[config.mk]
export PLATFORM = sky130hd
export DESIGN_NAME = uart_rx_ctrl
export DESIGN_NICKNAME = d
export VERILOG_FILES = /design/src/rtl/uart_rx_ctrl.sv
export SDC_FILE = /design/constraint.sdc
export NUM_CORES = 1
export LEC_CHECK = 0
export ABC_AREA = 1
export CORE_ASPECT_RATIO = 1.75
export CORE_MARGIN = 2
export CORE_UTILIZATION = 50
export CTS_CLUSTER_DIAMETER = 120
export DETAILED_ROUTE_END_ITERATION = 12
export GPL_TIMING_DRIVEN = 1
export PLACE_DENSITY = 0.7
export SLEW_MARGIN = 20
export SYNTH_ARGS = -nofsm -noshare
export SYNTH_HDL_FRONTEND = slang
export SYNTH_SLANG_ARGS = --single-unit
[constraint.sdc]
create_clock -name clk -period 2.4 [get_ports clk]
set_clock_uncertainty 0.1 [all_clocks]
set_input_delay 0.48 -clock clk [delete_from_list [all_inputs] [get_ports clk]]
set_output_delay 0.48 -clock clk [all_outputs]
set_load 0.005 [all_outputs]
[src/rtl/uart_rx_ctrl.sv]
// uart_rx_ctrl: UART receive sequencer that oversamples the line with baud_tick,
// finds the start bit, samples each bit at mid-period, assembles the data word
// and reports one completed frame per done_flag with parity/framing status.
//
// Ports:
//   clk          system clock
//   rst_n        asynchronous active-low reset
//   baud_tick    single-cycle strobe, OVERSAMPLE pulses per bit period
//   rx_in        raw serial line (idle high, asynchronous to clk)
//   rx_enable    allows a new start bit to be accepted
//   parity_type  00/11 none, 01 odd, 10 even (latched at start of frame)
//   stop_bits    0 one stop bit, 1 two stop bits (latched at start of frame)
//   shift_en     one-cycle pulse per sampled data bit
//   sampled_bit  line value of the bit just sampled, valid with shift_en
//   data_out     last received word, first received bit in the LSB
//   done_flag    one-cycle pulse at frame end
//   parity_error parity mismatch in the last frame
//   frame_error  a stop bit of the last frame was sampled low
//   busy         high whenever the sequencer is not idle
module uart_rx_ctrl #(
    parameter int OVERSAMPLE = 16,
    parameter int DATA_BITS  = 8
) (
    input  logic                 clk,
    input  logic                 rst_n,
    input  logic                 baud_tick,
    input  logic                 rx_in,
    input  logic                 rx_enable,
    input  logic [1:0]           parity_type,
    input  logic                 stop_bits,
    output logic                 shift_en,
    output logic                 sampled_bit,
    output logic [DATA_BITS-1:0] data_out,
    output logic                 done_flag,
    output logic                 parity_error,
    output logic                 frame_error,
    output logic                 busy
);
    typedef enum logic [2:0] {IDLE, START, DATA, PARITY, STOP, DONE} state_t;
    localparam int TW = $clog2(OVERSAMPLE);
    localparam int BW = $clog2(DATA_BITS + 1);
    localparam logic [TW-1:0] HALF_LAST = TW'(OVERSAMPLE / 2 - 1);
    localparam logic [TW-1:0] FULL_LAST = TW'(OVERSAMPLE - 1);
    localparam logic [BW-1:0] BITS_LAST = BW'(DATA_BITS - 1);

    state_t               state_q, state_d;
    logic                 sync1_q, sync1_d, sync2_q, sync2_d;
    logic [TW-1:0]        tick_cnt_q, tick_cnt_d;
    logic [BW-1:0]        bit_cnt_q, bit_cnt_d;
    logic [1:0]           cfg_par_q, cfg_par_d;
    logic                 cfg_stop_q, cfg_stop_d;
    logic [DATA_BITS-1:0] word_q, word_d;
    logic                 par_acc_q, par_acc_d;
    logic                 perr_q, perr_d;
    logic                 ferr_q, ferr_d;
    logic                 shift_en_q, shift_en_d;
    logic                 sampled_bit_q, sampled_bit_d;
    logic [DATA_BITS-1:0] data_out_q, data_out_d;
    logic                 done_flag_q, done_flag_d;
    logic                 parity_error_q, parity_error_d;
    logic                 frame_error_q, frame_error_d;
    logic                 busy_q, busy_d;
    logic                 rx, tick_hit, par_on;

    assign rx       = sync2_q;
    assign par_on   = ^cfg_par_q;
    // START waits half a bit to land mid-bit; every later sample is one full bit on
    assign tick_hit = baud_tick && (tick_cnt_q == ((state_q == START) ? HALF_LAST : FULL_LAST));

    always_comb begin
        sync1_d        = rx_in;
        sync2_d        = sync1_q;
        state_d        = state_q;
        tick_cnt_d     = tick_cnt_q;
        bit_cnt_d      = bit_cnt_q;
        cfg_par_d      = cfg_par_q;
        cfg_stop_d     = cfg_stop_q;
        word_d         = word_q;
        par_acc_d      = par_acc_q;
        perr_d         = perr_q;
        ferr_d         = ferr_q;
        shift_en_d     = 1'b0;
        sampled_bit_d  = sampled_bit_q;
        data_out_d     = data_out_q;
        done_flag_d    = 1'b0;
        parity_error_d = parity_error_q;
        frame_error_d  = frame_error_q;
        if (state_q != IDLE && state_q != DONE && baud_tick)
            tick_cnt_d = tick_hit ? '0 : tick_cnt_q + TW'(1);
        case (state_q)
            IDLE: begin
                if (baud_tick && rx_enable && !rx) begin
                    state_d    = START;
                    tick_cnt_d = '0;
                    bit_cnt_d  = '0;
                    cfg_par_d  = parity_type;
                    cfg_stop_d = stop_bits;
                    word_d     = '0;
                    par_acc_d  = 1'b0;
                    perr_d     = 1'b0;
                    ferr_d     = 1'b0;
                end
            end
            START: begin
                if (tick_hit)
                    state_d = rx ? IDLE : DATA;
            end
            DATA: begin
                if (tick_hit) begin
                    shift_en_d    = 1'b1;
                    sampled_bit_d = rx;
                    word_d        = {rx, word_q[DATA_BITS-1:1]};
                    par_acc_d     = par_acc_q ^ rx;
                    bit_cnt_d     = bit_cnt_q + BW'(1);
                    if (bit_cnt_q == BITS_LAST) begin
                        state_d   = par_on ? PARITY : STOP;
                        bit_cnt_d = '0;
                    end
                end
            end
            PARITY: begin
                // odd parity errs when the total ones count is even, even parity when odd
                if (tick_hit) begin
                    perr_d  = par_acc_q ^ rx ^ (cfg_par_q == 2'b01);
                    state_d = STOP;
                end
            end
            STOP: begin
                // bit_cnt now counts stop samples; the full stop period is always consumed
                if (tick_hit) begin
                    ferr_d    = ferr_q | ~rx;
                    bit_cnt_d = bit_cnt_q + BW'(1);
                    if (bit_cnt_q == BW'(cfg_stop_q)) begin
                        state_d        = DONE;
                        done_flag_d    = 1'b1;
                        data_out_d     = word_q;
                        parity_error_d = perr_q;
                        frame_error_d  = ferr_q | ~rx;
                    end
                end
            end
            DONE: state_d = IDLE;
            default: state_d = IDLE;
        endcase
        busy_d = (state_d != IDLE);
    end

    always_ff @(posedge clk or negedge rst_n) begin
        if (!rst_n) begin
            state_q        <= IDLE;
            sync1_q        <= 1'b1;
            sync2_q        <= 1'b1;
            tick_cnt_q     <= '0;
            bit_cnt_q      <= '0;
            cfg_par_q      <= 2'b00;
            cfg_stop_q     <= 1'b0;
            word_q         <= '0;
            par_acc_q      <= 1'b0;
            perr_q         <= 1'b0;
            ferr_q         <= 1'b0;
            shift_en_q     <= 1'b0;
            sampled_bit_q  <= 1'b0;
            data_out_q     <= '0;
            done_flag_q    <= 1'b0;
            parity_error_q <= 1'b0;
            frame_error_q  <= 1'b0;
            busy_q         <= 1'b0;
        end else begin
            state_q        <= state_d;
            sync1_q        <= sync1_d;
            sync2_q        <= sync2_d;
            tick_cnt_q     <= tick_cnt_d;
            bit_cnt_q      <= bit_cnt_d;
            cfg_par_q      <= cfg_par_d;
            cfg_stop_q     <= cfg_stop_d;
            word_q         <= word_d;
            par_acc_q      <= par_acc_d;
            perr_q         <= perr_d;
            ferr_q         <= ferr_d;
            shift_en_q     <= shift_en_d;
            sampled_bit_q  <= sampled_bit_d;
            data_out_q     <= data_out_d;
            done_flag_q    <= done_flag_d;
            parity_error_q <= parity_error_d;
            frame_error_q  <= frame_error_d;
            busy_q         <= busy_d;
        end
    end

    assign shift_en     = shift_en_q;
    assign sampled_bit  = sampled_bit_q;
    assign data_out     = data_out_q;
    assign done_flag    = done_flag_q;
    assign parity_error = parity_error_q;
    assign frame_error  = frame_error_q;
    assign busy         = busy_q;
endmodule

==> qor.yml <==
sta:
  finalCritPeriodShare_pct: 87.3
  worst_pin_slew_ps: 382
  rsz0062_at_grt: "false"
  fmax_ghz: 0.477
  setup_viol_count_final: 0
  min_period_ps: 2100
  worst_hold_slack_ps: 257
  worst_slack_ps: 305
  maxSlewViolCount: 0
  timing_hold_violations_final: 0
  slew-limit-headroom_pct: 74.4
  finalSetupTns_ps: 0
logic_synthesis:
  synth_xor_area_share_pct: 2.34
  syn-num-nets: 220
  synth_top_area_share_pct: 52.2
  ys_ff_latch: 41
  yosys-top-cells-area: "dfrtp_1, nand2_1, inv_1"
  synth_most_common_cell: "nand2_1"
  synth_top_family_by_area: "simple AND/OR/NAND/NOR gates"
  netlist_top_cells_count: "nand2_1, dfrtp_1, inv_1, nor2_1"
  synth_cell_types: 29
  synth_seq_area_share_pct: 55.0
  yosys.area.top_type: "dfrtp_1"
  synth_area_per_cell_um2: 8.95
  synth_area_mm2: 0.00187
  synthMuxAreaShare_pct: 0.535
  yosys.area_share.adder_pct: 2.01
  synthFlopType: "dfrtp_1"
  synth_compound_gate_area_share_pct: 9.90
  yosys_warnings: 0
  async_flop_share_pct: 100
  synth_edf_count: 0
  synth-simple-area-share_pct: 22.7
  synth_cells: 209
clock_tree:
  clkSlewWorstSetupHoldPaths_ps: 80
  clock_latency_ps: 290
  numCtsBuffers: 5
  cts_tree: "done"
  clock_sinks: 41
  htreeDepth: 2
  root_buffer: "clkbuf_8"
  cts_buffer_depth: 2
flow_run:
  drv_cap: 0
worst_setup_path:
  cp_data_required_time_ps: 2480
  crit_fanout: 7
  start_kind: "input port"
  arrival_ps: 2170
  cp-end-kind: "flip-flop"
  worst-setup-path-type: "in2reg"
power:
  p_leak_nw: 1.09
  irDropWorstVdd_uv: 635
  powerDensity_mw_per_mm2: 962
  power_w: 0.00216
die:
  rows: 29
  die_x_um: 50.2
  ios: 22
  die-area_mm2: 0.00427
  initial_core_util_pct: 52.1
  coreArea_mm2: 0.00359
  dieHeight_um: 84.9
route:
  drc: 0
  first_pass_iters: 4
  viasPerCell: 5.02
  routed_wl_mm: 3.52
  initialDrtViolationCount: 23
  vias: 1425
  wl_per_cell_um: 12.4
  ant_nets: 0
hold_path:
  hold_path_class: "reg2reg"
placed_design:
  place_area_mm2: 0.00213
  numPortBuffers: 21
  hpwlAfterDp_mm: 2.66
  pre_cts_slack_ps: 6.69
  gp_congestion: 0.874
final_layout:
  nNetsFinal: 249
  drive_above_1_share_pct: 10.5
  area_growth_pct: 19.9
  final_cell_area_mm2: 0.00224
  diodes: 0
global_routing:
  grt_pass1_wl_mm: 6.18
  gr-total-overflow: 0
  first_global_vias: 1430
  antenna_found_initial: 0
  grt_max_degree: 22
  grt_use_total_pct: 19.5
run_status:
  status: "finished, final reports clean"
==> critical path, cell delays in order <==
cell             delay (ps)
clkdlybuf4s50_1         500
inv_1                    50
nor2_1                  270
nand2_1                 110
nor2_1                  210
nand2_1                 210
buf_4                   220
nand3_1                  60
o21ai_1                  60
==> layer usage <==
metal	vias up	global-route usage (%)	wire [um]
li1	723	-	-
met1	668	20.7	1410
met2	25	34.6	1910
met3	9	4.40	90
met4	0	10.9	111
met5	-	0	0
==> per-stage QoR <==
step	util, %	std cells
after detailed placement	59.2	276
after global placement	59.2	276
final	62.4	284
after CTS	62.4	284
after floorplan	-	209
after global routing	62.4	284
==> cell type report <==
class	count	area, um^2
Clock inverter	2	35.0
Fill cell	307	1350
Inverter	30	113
Timing Repair Buffer	25	238
Sequential cell	41	1030
Tap cell	46	57.6
Clock buffer	5	68.8
Multi-Input combinational cell	135	702
==> layout by cell type (no fill, tap or decap), drive strengths merged <==
cell type / synthesis / final
nand2: 50 / 50
dfrtp: 39 / 39
inv: 30 / 30
nor2: 22 / 22
clkdlybuf4s50: 0 / 20
o21ai: 19 / 19
nand3: 12 / 12
o22ai: 7 / 7
a21oi: 7 / 7
clkbuf: 0 / 5
nand4: 4 / 4
xor2: 4 / 4
buf: 3 / 4
ha: 3 / 3
dfstp: 2 / 2
nor3: 2 / 2
o211ai: 1 / 1
xnor2: 1 / 1
mux2i: 1 / 1
nand3b: 1 / 1
or2: 1 / 1
bufinv: 0 / 1
clkinv: 0 / 1
dlygate4sd3: 0 / 1
==> logic make-up after synthesis <==
family / count (synthesis)
multiplexers: 1
flip-flops: 41
buffers and inverters: 33
AND/OR/NAND/NOR: 92
AO/OA/AOI/OAI: 34
XOR/XNOR: 5
adder cells (fa/ha/maj): 3
==> path summary, 6_finish.rpt <==
kind / from / end / slack [ps] / cells after the start
min: sync1_q / rx / 260 / 0
max reg2reg: tick_cnt_q[0] / par_acc_q / 440 / 9
min in group asynchronous: rst_n / data_out[5] / 500 / 2
max in group asynchronous: rst_n / sync1_q / 1140 / 3
max: baud_tick / par_acc_q / 300 / 9
min reg2reg: sync1_q / rx / 260 / 0
==> sequential cells by signal, summed over array words and instances, names as in the netlist, 2 cells and up <==
| register | flops |
|---|---|
| bit_cnt_q | 4 |
| data_out | 8 |
| word_q | 8 |
| tick_cnt_q | 4 |
| cfg_par_q | 2 |
| state_q | 3 |
==> report_power, final <==
group | internal [W] | switching (W) | total, W
sequential | 0.000867 | 0.000123 | 0.000990
combinational | 0.000247 | 0.000391 | 0.000638
clock | 0.000302 | 0.000225 | 0.000528
==> timing repair <==
item,CTS,global route
buffers inserted,0,0
resized for setup,0,0
hold endpoints to repair,12,0
hold buffers,1,0
Power figures use the tool's default switching activity.
